===== config.mk =====
export PLATFORM = sky130hd
export DESIGN_NAME = cnn_conv_ctrl
export DESIGN_NICKNAME = d
export VERILOG_FILES = /design/src/rtl/cnn_conv_ctrl.sv
export SDC_FILE = /design/constraint.sdc
export NUM_CORES = 1
export LEC_CHECK = 0
export CAP_MARGIN = 20
export CELL_PAD_IN_SITES_DETAIL_PLACEMENT = 0
export CELL_PAD_IN_SITES_GLOBAL_PLACEMENT = 2
export CORE_AREA = 4 4 180 182
export DETAILED_ROUTE_END_ITERATION = 16
export DIE_AREA = 0 0 184 186
export GPL_ROUTABILITY_DRIVEN = 0
export PLACE_DENSITY_LB_ADDON = 0.1
export REMOVE_ABC_BUFFERS = 1
export SLEW_MARGIN = 40
export SYNTH_ARGS = -nofsm -noshare
export SYNTH_HDL_FRONTEND = slang
export SYNTH_SLANG_ARGS = --single-unit

===== constraint.sdc =====
create_clock -name clk_i -period 14.49 [get_ports clk_i]
set_input_delay 1.449 -clock clk_i [delete_from_list [all_inputs] [get_ports clk_i]]
set_output_delay 1.449 -clock clk_i [all_outputs]
set_load 0.01 [all_outputs]

===== src/rtl/cnn_conv_ctrl.sv =====
// Fetch sequencer for a shared 3x3 convolution unit: walks an HxW map tap by tap, streams sums.
// Optional in-block ReLU on stored results when CNN_CTRL_RELU_EN is defined.
module cnn_conv_ctrl #(
  parameter int unsigned DATA_WIDTH = 8,
  parameter int unsigned ACC_WIDTH  = 32,
  parameter int unsigned ADDR_WIDTH = 16,
  parameter int unsigned DIM_WIDTH  = 8
) (
  input  logic                    clk_i,
  input  logic                    rst_ni,
  input  logic                    start_i,
  input  logic [DIM_WIDTH-1:0]    img_w_i,
  input  logic [DIM_WIDTH-1:0]    img_h_i,
  input  logic [ADDR_WIDTH-1:0]   base_addr_i,
  output logic                    busy_o,
  output logic                    done_o,
  output logic                    mem_req_o,
  output logic [ADDR_WIDTH-1:0]   mem_addr_o,
  input  logic                    mem_gnt_i,
  input  logic                    mem_rvalid_i,
  input  logic [DATA_WIDTH-1:0]   mem_rdata_i,
  output logic [9*DATA_WIDTH-1:0] win_o,
  input  logic [ACC_WIDTH-1:0]    conv_i,
  output logic                    res_valid_o,
  input  logic                    res_ready_i,
  output logic [ACC_WIDTH-1:0]    res_data_o,
  output logic                    res_last_o
);

  localparam int unsigned NTAPS = 9;
  localparam int unsigned WIN_W = NTAPS * DATA_WIDTH;
  localparam int unsigned KW    = 4;

  typedef enum logic [2:0] {
    S_IDLE  = 3'd0,
    S_FETCH = 3'd1,
    S_WAIT  = 3'd2,
    S_CONV  = 3'd3,
    S_OUT   = 3'd4,
    S_DONE  = 3'd5
  } state_e;

  state_e                state_q, state_d;
  logic [DIM_WIDTH-1:0]  w_q, w_d, h_q, h_d;
  logic [ADDR_WIDTH-1:0] base_q, base_d;
  logic [DIM_WIDTH-1:0]  r_q, r_d, c_q, c_d;
  logic [KW-1:0]         k_q, k_d;
  logic [WIN_W-1:0]      win_q, win_d;
  logic [ACC_WIDTH-1:0]  res_data_q, res_data_d;
  logic                  res_last_q, res_last_d;
  logic                  res_valid_q, res_valid_d;
  logic                  mem_req_q, mem_req_d;
  logic [ADDR_WIDTH-1:0] mem_addr_q, mem_addr_d;
  logic                  busy_q, busy_d;
  logic                  done_q, done_d;

  logic [1:0]            ky_c, kx_c;
  logic [ADDR_WIDTH-1:0] row_c, col_c, addr_c;
  logic                  col_end_c, row_end_c;
  logic [ACC_WIDTH-1:0]  conv_post_c;

  // Stored result: optional rectification of the conv unit sum.
`ifdef CNN_CTRL_RELU_EN
  assign conv_post_c = conv_i[ACC_WIDTH-1] ? '0 : conv_i;
`else
  assign conv_post_c = conv_i;
`endif

  assign col_end_c = (c_q == (w_q - DIM_WIDTH'(3)));
  assign row_end_c = (r_q == (h_q - DIM_WIDTH'(3)));

  // Next-state, datapath updates and next values of the registered outputs.
  always_comb begin
    state_d    = state_q;
    w_d        = w_q;
    h_d        = h_q;
    base_d     = base_q;
    r_d        = r_q;
    c_d        = c_q;
    k_d        = k_q;
    win_d      = win_q;
    res_data_d = res_data_q;
    res_last_d = res_last_q;
    ky_c       = 2'd0;
    kx_c       = 2'd0;
    row_c      = '0;
    col_c      = '0;
    addr_c     = '0;

    case (state_q)
      S_IDLE: begin
        if (start_i) begin
          w_d    = img_w_i;
          h_d    = img_h_i;
          base_d = base_addr_i;
          r_d    = '0;
          c_d    = '0;
          k_d    = '0;
          if ((img_w_i < DIM_WIDTH'(3)) || (img_h_i < DIM_WIDTH'(3))) begin
            state_d = S_DONE;
          end else begin
            state_d = S_FETCH;
          end
        end
      end
      S_FETCH: begin
        if (mem_gnt_i) state_d = S_WAIT;
      end
      S_WAIT: begin
        if (mem_rvalid_i) begin
          win_d[k_q*DATA_WIDTH +: DATA_WIDTH] = mem_rdata_i;
          if (k_q == KW'(NTAPS - 1)) begin
            state_d = S_CONV;
          end else begin
            k_d     = k_q + KW'(1);
            state_d = S_FETCH;
          end
        end
      end
      S_CONV: begin
        res_data_d = conv_post_c;
        res_last_d = row_end_c && col_end_c;
        state_d    = S_OUT;
      end
      S_OUT: begin
        if (res_ready_i) begin
          if (res_last_q) begin
            state_d = S_DONE;
          end else begin
            k_d = '0;
            if (col_end_c) begin
              c_d = '0;
              r_d = r_q + DIM_WIDTH'(1);
            end else begin
              c_d = c_q + DIM_WIDTH'(1);
            end
            state_d = S_FETCH;
          end
        end
      end
      S_DONE: begin
        state_d = S_IDLE;
      end
      default: begin
        state_d = S_IDLE;
      end
    endcase

    // Tap address for the next request, from the post-update counters.
    case (k_d)
      KW'(0): begin ky_c = 2'd0; kx_c = 2'd0; end
      KW'(1): begin ky_c = 2'd0; kx_c = 2'd1; end
      KW'(2): begin ky_c = 2'd0; kx_c = 2'd2; end
      KW'(3): begin ky_c = 2'd1; kx_c = 2'd0; end
      KW'(4): begin ky_c = 2'd1; kx_c = 2'd1; end
      KW'(5): begin ky_c = 2'd1; kx_c = 2'd2; end
      KW'(6): begin ky_c = 2'd2; kx_c = 2'd0; end
      KW'(7): begin ky_c = 2'd2; kx_c = 2'd1; end
      KW'(8): begin ky_c = 2'd2; kx_c = 2'd2; end
      default: begin ky_c = 2'd0; kx_c = 2'd0; end
    endcase
    row_c  = ADDR_WIDTH'(r_d) + ADDR_WIDTH'(ky_c);
    col_c  = ADDR_WIDTH'(c_d) + ADDR_WIDTH'(kx_c);
    addr_c = base_d + ADDR_WIDTH'(row_c * ADDR_WIDTH'(w_d)) + col_c;

    mem_req_d   = (state_d == S_FETCH);
    mem_addr_d  = (state_d == S_FETCH) ? addr_c : mem_addr_q;
    res_valid_d = (state_d == S_OUT);
    busy_d      = (state_d != S_IDLE);
    done_d      = (state_d == S_DONE);
  end

  always_ff @(posedge clk_i or negedge rst_ni) begin
    if (!rst_ni) begin
      state_q     <= S_IDLE;
      w_q         <= '0;
      h_q         <= '0;
      base_q      <= '0;
      r_q         <= '0;
      c_q         <= '0;
      k_q         <= '0;
      win_q       <= '0;
      res_data_q  <= '0;
      res_last_q  <= 1'b0;
      res_valid_q <= 1'b0;
      mem_req_q   <= 1'b0;
      mem_addr_q  <= '0;
      busy_q      <= 1'b0;
      done_q      <= 1'b0;
    end else begin
      state_q     <= state_d;
      w_q         <= w_d;
      h_q         <= h_d;
      base_q      <= base_d;
      r_q         <= r_d;
      c_q         <= c_d;
      k_q         <= k_d;
      win_q       <= win_d;
      res_data_q  <= res_data_d;
      res_last_q  <= res_last_d;
      res_valid_q <= res_valid_d;
      mem_req_q   <= mem_req_d;
      mem_addr_q  <= mem_addr_d;
      busy_q      <= busy_d;
      done_q      <= done_d;
    end
  end

  assign busy_o      = busy_q;
  assign done_o      = done_q;
  assign mem_req_o   = mem_req_q;
  assign mem_addr_o  = mem_addr_q;
  assign win_o       = win_q;
  assign res_valid_o = res_valid_q;
  assign res_data_o  = res_data_q;
  assign res_last_o  = res_last_q;

endmodule


==> results of run 1 <==
-- critical path, delay by kind of cell --
family / cells / cell delay (ps)
XOR/XNOR: 1 / 520
AND/OR/NAND/NOR: 9 / 2550
adder cells (fa/ha/maj): 7 / 2740
AO/OA/AOI/OAI: 8 / 1580
buffers and inverters: 5 / 860
-- layout by cell type (no fill, tap or decap), types with 11 or more instances in the layout --
cell,instances
nand2_1,173
a21oi_1,21
xor2_1,20
ha_1,57
xnor2_1,24
mux2_2,59
buf_4,14
clkdlybuf4s50_1,201
o21ai_0,77
nor2b_1,11
nor2_1,80
inv_1,101
mux2i_1,22
fa_1,64
nand3_1,19
nand2b_1,16
dfrtp_1,180
clkbuf_16,17
-- layout make-up --
cell class	instances	area [µm²]	area share (%)
Clock inverter	14	158	1.12
Multi-Input combinational cell	766	5930	42.2
Inverter	101	379	2.70
Sequential cell	180	4500	32.0
Timing Repair Buffer	217	2160	15.3
Clock buffer	18	439	3.12
Tap cell	396	495	3.52
-- path summary, 6_finish.rpt --
check	from	end	slack (ps)	cells after the start
min in group asynchronous	rst_ni	win_o[61]$_DFFE_PN0P_	930	1
min reg2reg	win_o[53]$_DFFE_PN0P_	win_o[53]$_DFFE_PN0P_	480	2
min	win_o[53]$_DFFE_PN0P_	win_o[53]$_DFFE_PN0P_	480	2
max	res_ready_i	mem_addr_o[15]$_DFFE_PN0P_	5150	30
max reg2reg	w_q[0]$_DFF_PN0_	mem_addr_o[15]$_DFFE_PN0P_	5700	31
max in group asynchronous	rst_ni	r_q[3]$_DFF_PN0_	11940	3
-- power by group --
group          internal [mW]  switching [mW]
clock network          0.236           0.235
registers              0.640          0.0921
logic                  0.463           0.569
total                   1.34           0.896
-- logic make-up (layout without fill, tap and decap cells) --
group	Yosys count	after routing	synth area share, %
compound gates	142	142	8.12
flops	180	180	41.3
mux	82	82	8.21
xor+xnor	45	45	3.62
simple gates	376	376	15.9
buf+inv	131	350	4.52
fa+ha+maj	121	121	18.3
-- synthesized netlist by cell type (all sizes together) (4+ instances only) --
master | count | area (µm²)
xor2 | 20 | 175
clkbuf | 28 | 105
o21ai | 79 | 395
a21oi | 22 | 121
nor3b | 4 | 30.0
dfrtp | 180 | 4500
fa | 64 | 1280
or4 | 5 | 41.3
mux2 | 59 | 664
inv | 101 | 379
nand2 | 173 | 649
nor2b | 11 | 68.8
and2 | 7 | 43.8
nor4 | 7 | 43.8
ha | 57 | 713
or2 | 13 | 81.3
nand3 | 20 | 105
mux2i | 23 | 230
nor2 | 81 | 304
o31ai | 6 | 58.8
xnor2 | 25 | 219
a211oi | 4 | 30.0
and3 | 8 | 50.1
nand2b | 16 | 100
nand3b | 6 | 45.0
nand4 | 6 | 37.5
nor3 | 9 | 45.0
-- state kept, by name, indices dropped and copies added, names as in the netlist --
name / flops
w_q: 8
h_q: 8
win_o: 72
res_last_o: 1
k_q: 4
state_q: 3
base_q: 16
busy_o: 1
c_q: 8
mem_addr_o: 16
r_q: 8
res_valid_o: 1
done_o: 1
mem_req_o: 1
res_data_o: 32
-- metrics by stage --
| stage | utilization [%] | worst slack [ps] |
|---|---|---|
| 2_1_floorplan | - | 2870 |
| 5_1_grt | 46.0 | 4510 |
| 4_1_cts | 45.8 | 5140 |
| 3_3_place_gp | 43.9 | 4860 |
| 6_report | 46.0 | 5150 |
| 3_5_place_dp | 43.9 | 4690 |
-- metal layers --
| layer | GRT usage, % | vias to the layer above | wire length, µm |
|---|---|---|---|
| met5 | 0 | - | 0 |
| met4 | 5.59 | 0 | 563 |
| met3 | 3.03 | 23 | 1340 |
| met2 | 30.2 | 169 | 14500 |
| met1 | 24.0 | 4033 | 13500 |
| li1 | - | 3992 | - |
==> results.md, run 1 <==
- Outcome: finished clean
- Starting Density: 35.6%
- First-pass DRT Iterations: 4
- CTS tree: done
- Residual DRC: 0
- Total gr overflow: 0
- Crit-path max FO: 10
- Final Setup Violations: 0
- Peak Freq: 107 MHz
- Dpl hpwl: 23300 µm
- Antenna violations before repair: 0
- Design Power: roughly 2.2 mW
- Final setup TNS: 0 ps
- Unrepaired setup endpoints after global routing: no
- Resize count post-CTS: 0
- Antenna viol nets, final: 0
- Fin. max-slew vios: 0
- Hold Vio Cnt, Final: 0
- IO buf count: 202
- Hold Crit Class: flip-flop to flip-flop
- Syn. warnings: 0
- Drt total wl: 29900 µm
- Final instance area: 0.0141 mm²
- Worst relative slew slack: 45.5%
- Via count: 8217
- IO Pins: 203
- Hold_buf cts: 0
- Max Cap Violations: 0
- Share of the yosys chip area belonging to registers: between 40% and 50%
- Final Net Count: 1482
- Fraction of layout cells with a size suffix above 1: about a tenth
- Synthesized instance count: roughly 1100
- Htree depth: 4
- Hold_ws: about 480 ps
- Slowest-stage cell, CP: xor2_1
- Syn-to-layout area delta: 29.0%
- Pwr per Cell Area: approximately 160 mW/mm²
- Num rows: between 60 and 70
- Setup Crit Path Kind: input pin to flip-flop
- CP required: around 15000 ps
- Cells after DPL: between 1500 and 2000
- Maximum clock path buffer count: 2
- Syn Area/Cell: 10.1 µm²
- Most frequent CP cell: fa_1
- Vias in the first global route: approximately 8400
- Clock root buffer master: clkbuf_16
- Placed Area: around 0.013 mm²
- Slew @ Worst Pin: just over 800 ps
- Pin count of the biggest net entering global routing: around 90
- Fin crit share: between 60% and 70%
- CTS Buf Count: 17
- Leak: 6.52 nW
- Worst-Skew Late Latency: 450 ps
- # diodes: 0
- Final Non-Filler Cells: roughly 1700
- FILL cells: between 2000 and 3000
- Maximum vdd drop: between 0.00008 and 0.00009 V
- Core Area: a little over 0.03 mm²
- CP Capture Type: flip-flop
- DIE AREA: about 0.034 mm²
- Predominant post-synthesis flop cell: dfrtp_1
- Total Routing Usage GR: 18.0%
- #FFs+latches synth: 180
- Crit path DAT: 9720 ps
- Asr flop ratio synth: 100%
- Drt first-iter violations: roughly 420
- Die span in x: between 150 and 200 µm
- Worst setup SP type: input pin
- Global-route wire length before repair: approximately 48000 µm
- Setup bufs post-CTS: 0
- Distinct cell type count after synthesis: slightly above 60
- DIE HEIGHT: 186 µm
- Clock Sinks: 180
- Post-synth design cell area: between 0.01 and 0.015 mm²
- Routed len/inst: 17.7 µm
- Post-synth EDFFs: 0
- Largest stage delay, worst path: around 520 ps
- Final min period: 9340 ps
- Clock skew: roughly 9.6 ps
- Clock Pin Slew Worst Setup and Hold Paths: approximately 70 ps
- Routed vias/inst: 4.86
No activity file was read; power rests on OpenSTA's default activity.
==> run 2, diff against run 1 <==
--- a/config.mk
+++ b/config.mk
@@ -8,9 +8,9 @@
 export CAP_MARGIN = 20
 export CELL_PAD_IN_SITES_DETAIL_PLACEMENT = 0
 export CELL_PAD_IN_SITES_GLOBAL_PLACEMENT = 2
-export CORE_AREA = 4 4 180 182
+export CORE_AREA = 4 4 187 189
 export DETAILED_ROUTE_END_ITERATION = 16
-export DIE_AREA = 0 0 184 186
+export DIE_AREA = 0 0 191 193
 export GPL_ROUTABILITY_DRIVEN = 0
 export PLACE_DENSITY_LB_ADDON = 0.1
 export REMOVE_ABC_BUFFERS = 1
==> constraint.sdc (replaced) <==
create_clock -name clk_i -period 8.8 [get_ports clk_i]
set_input_delay 0.88 -clock clk_i [delete_from_list [all_inputs] [get_ports clk_i]]
set_output_delay 0.88 -clock clk_i [all_outputs]
set_load 0.01 [all_outputs]
==> run 2 against run 1 <==
  * Wire length is 1.8% higher
  * Sequential share of layout area down 0.54 points
  * Total power increased by 67%
  * Critical endpoint unchanged
==> results.md, run 2 (synthesis results as in run 1) <==
- Outcome: finished clean
- DIE AREA: around 0.037 mm²
- IO buf count: 202
- Core Area: between 0.03 and 0.04 mm²
- Total gr overflow: 0
- Most frequent CP cell: fa_1
- Global-route wire length before repair: 47700 µm
- Vias in the first global route: 8279
- Clock root buffer master: clkbuf_16
- DIE HEIGHT: ~190 µm
- Final min period: ~8300 ps
- Final Setup Violations: 0
- Die span in x: roughly 190 µm
- Clock Pin Slew Worst Setup and Hold Paths: 70 ps
- Commonest cells after routing, fill and taps aside: clkdlybuf4s50_1, dfrtp_1, nand2_1
- Leak: between 6 and 7 nW
- Fraction of layout cells with a size suffix above 1: 11.4%
- First-pass DRT Iterations: 4
- Hold Vio Cnt, Final: 0
- Maximum vdd drop: about 0.00014 V
- Clock Sinks: 180
- Htree depth: 4
- Residual DRC: 0
- CP required: between 9000 and 10000 ps
- Fin crit share: a little over nine tenths
- Design Power: 3.74 mW
- # diodes: 0
- Worst R2R End: mem_addr_o[15]$_DFFE_PN0P_
- Worst relative slew slack: roughly half
- Total Routing Usage GR: 16.8%
- Worst-Skew Late Latency: about 450 ps
- Via count: about 8000
- Worst setup SP type: flip-flop
- Setup Crit Path Kind: flip-flop to flip-flop
- Crit path DAT: ~8700 ps
- Fin. max-slew vios: 0
- Crit-path max FO: 7
- Final instance area: roughly 0.014 mm²
- Antenna viol nets, final: 0
- Worst R2R Start: w_q[3]$_DFF_PN0_
- Dpl hpwl: between 20000 and 25000 µm
- CP Capture Type: flip-flop
- Placed Area: 0.0137 mm²
- Commonest non-fill, non-tap cell in the layout: clkdlybuf4s50_1
- Hold_buf cts: 0
- Max FFs per register: about 70
- Pin count of the biggest net entering global routing: 71
- Syn-to-layout area delta: 31.2%
- Final setup TNS: 0 ps
- Max Cap Violations: 0
- Unrepaired setup endpoints after global routing: no
- Antenna violations before repair: 0
- Clock skew: roughly 14 ps
- Num rows: between 60 and 70
- Maximum clock path buffer count: 2
- Peak Freq: 121 MHz
- Pwr per Cell Area: approximately 260 mW/mm²
- Routed len/inst: 17.2 µm
- CTS Buf Count: 17
- Drt total wl: a little over 30000 µm
- Routed vias/inst: between 4 and 5
- Hold Crit Class: input pin to async pin
- Largest stage delay, worst path: 660 ps
- Slew @ Worst Pin: between 700 and 800 ps
- IO Pins: around 200
- FILL cells: 3351
- Drt first-iter violations: around 320
- Final Net Count: about 1500
- Reg-to-reg slack, setup: approximately 530 ps
- Starting Density: roughly a third
- Reg2Reg Depth: 27
- CTS tree: done
- Slowest-stage cell, CP: or4_1
-- run 2: layer usage --
layer	share of wire (%)	GRT usage [%]	vias up
li1	-	-	4045
met1	46	22.4	4002
met2	48	28.1	168
met3	4.5	3.15	23
met4	1.6	5.19	0
met5	0	0	-
-- run 2: timing repair --
action | CTS | global route
gates resized for setup | 0 | 2
setup buffers | 0 | 0
endpoints found under the setup margin | 0 | 1
-- run 2: how the worst max path moves through the flow --
stage | cells past startpoint | startpoint | to | slack, ps
detailed placement | 30 | start_i | mem_addr_o[15]$_DFFE_PN0P_ | 90
floorplan | 19 | start_i | mem_addr_o[15]$_DFFE_PN0P_ | -2250
CTS | 27 | w_q[3]$_DFF_PN0_ | mem_addr_o[15]$_DFFE_PN0P_ | 400
finish | 27 | w_q[3]$_DFF_PN0_ | mem_addr_o[15]$_DFFE_PN0P_ | 530
global placement | 30 | start_i | mem_addr_o[15]$_DFFE_PN0P_ | 160
global route | 27 | w_q[3]$_DFF_PN0_ | mem_addr_o[15]$_DFFE_PN0P_ | 110
-- run 2: where the power goes --
group          switching [mW]  internal (mW)  total (mW)
registers               0.148           1.05        1.20
clock network           0.356          0.431       0.786
logic                   0.959          0.795        1.75
total                    1.46           2.28        3.74
-- run 2: area by class of cell --
cell class                 count  area (µm²)  area share, %
tap                          448         561           3.92
multi-input combinational    766        5930           41.4
inverter                     101         379           2.65
clock inverter                12         148           1.03
sequential                   180        4500           31.5
clock buffer                  19         443           3.10
timing repair buffer         242        2350           16.4
-- run 2: worst max-delay path: cells and delay by family, from the launching register on --
family,cells,cell delay (ps)
AO/OA/AOI/OAI,6,1290
XOR/XNOR,1,400
AND/OR/NAND/NOR,10,2520
adder cells (fa/ha/maj),7,3240
flip-flops,1,490
buffers and inverters,3,250
-- run 2: stage by stage --
stage	setup slack (ps)	cells	util (%)	hold WS, ps
after floorplan	-2250	1047	-	446
after global placement	157	1737	41.1	461
after detailed placement	89.7	1737	41.2	469
after CTS	396	1768	42.9	403
after global routing	109	1768	43.0	421
final	528	1768	43.0	399
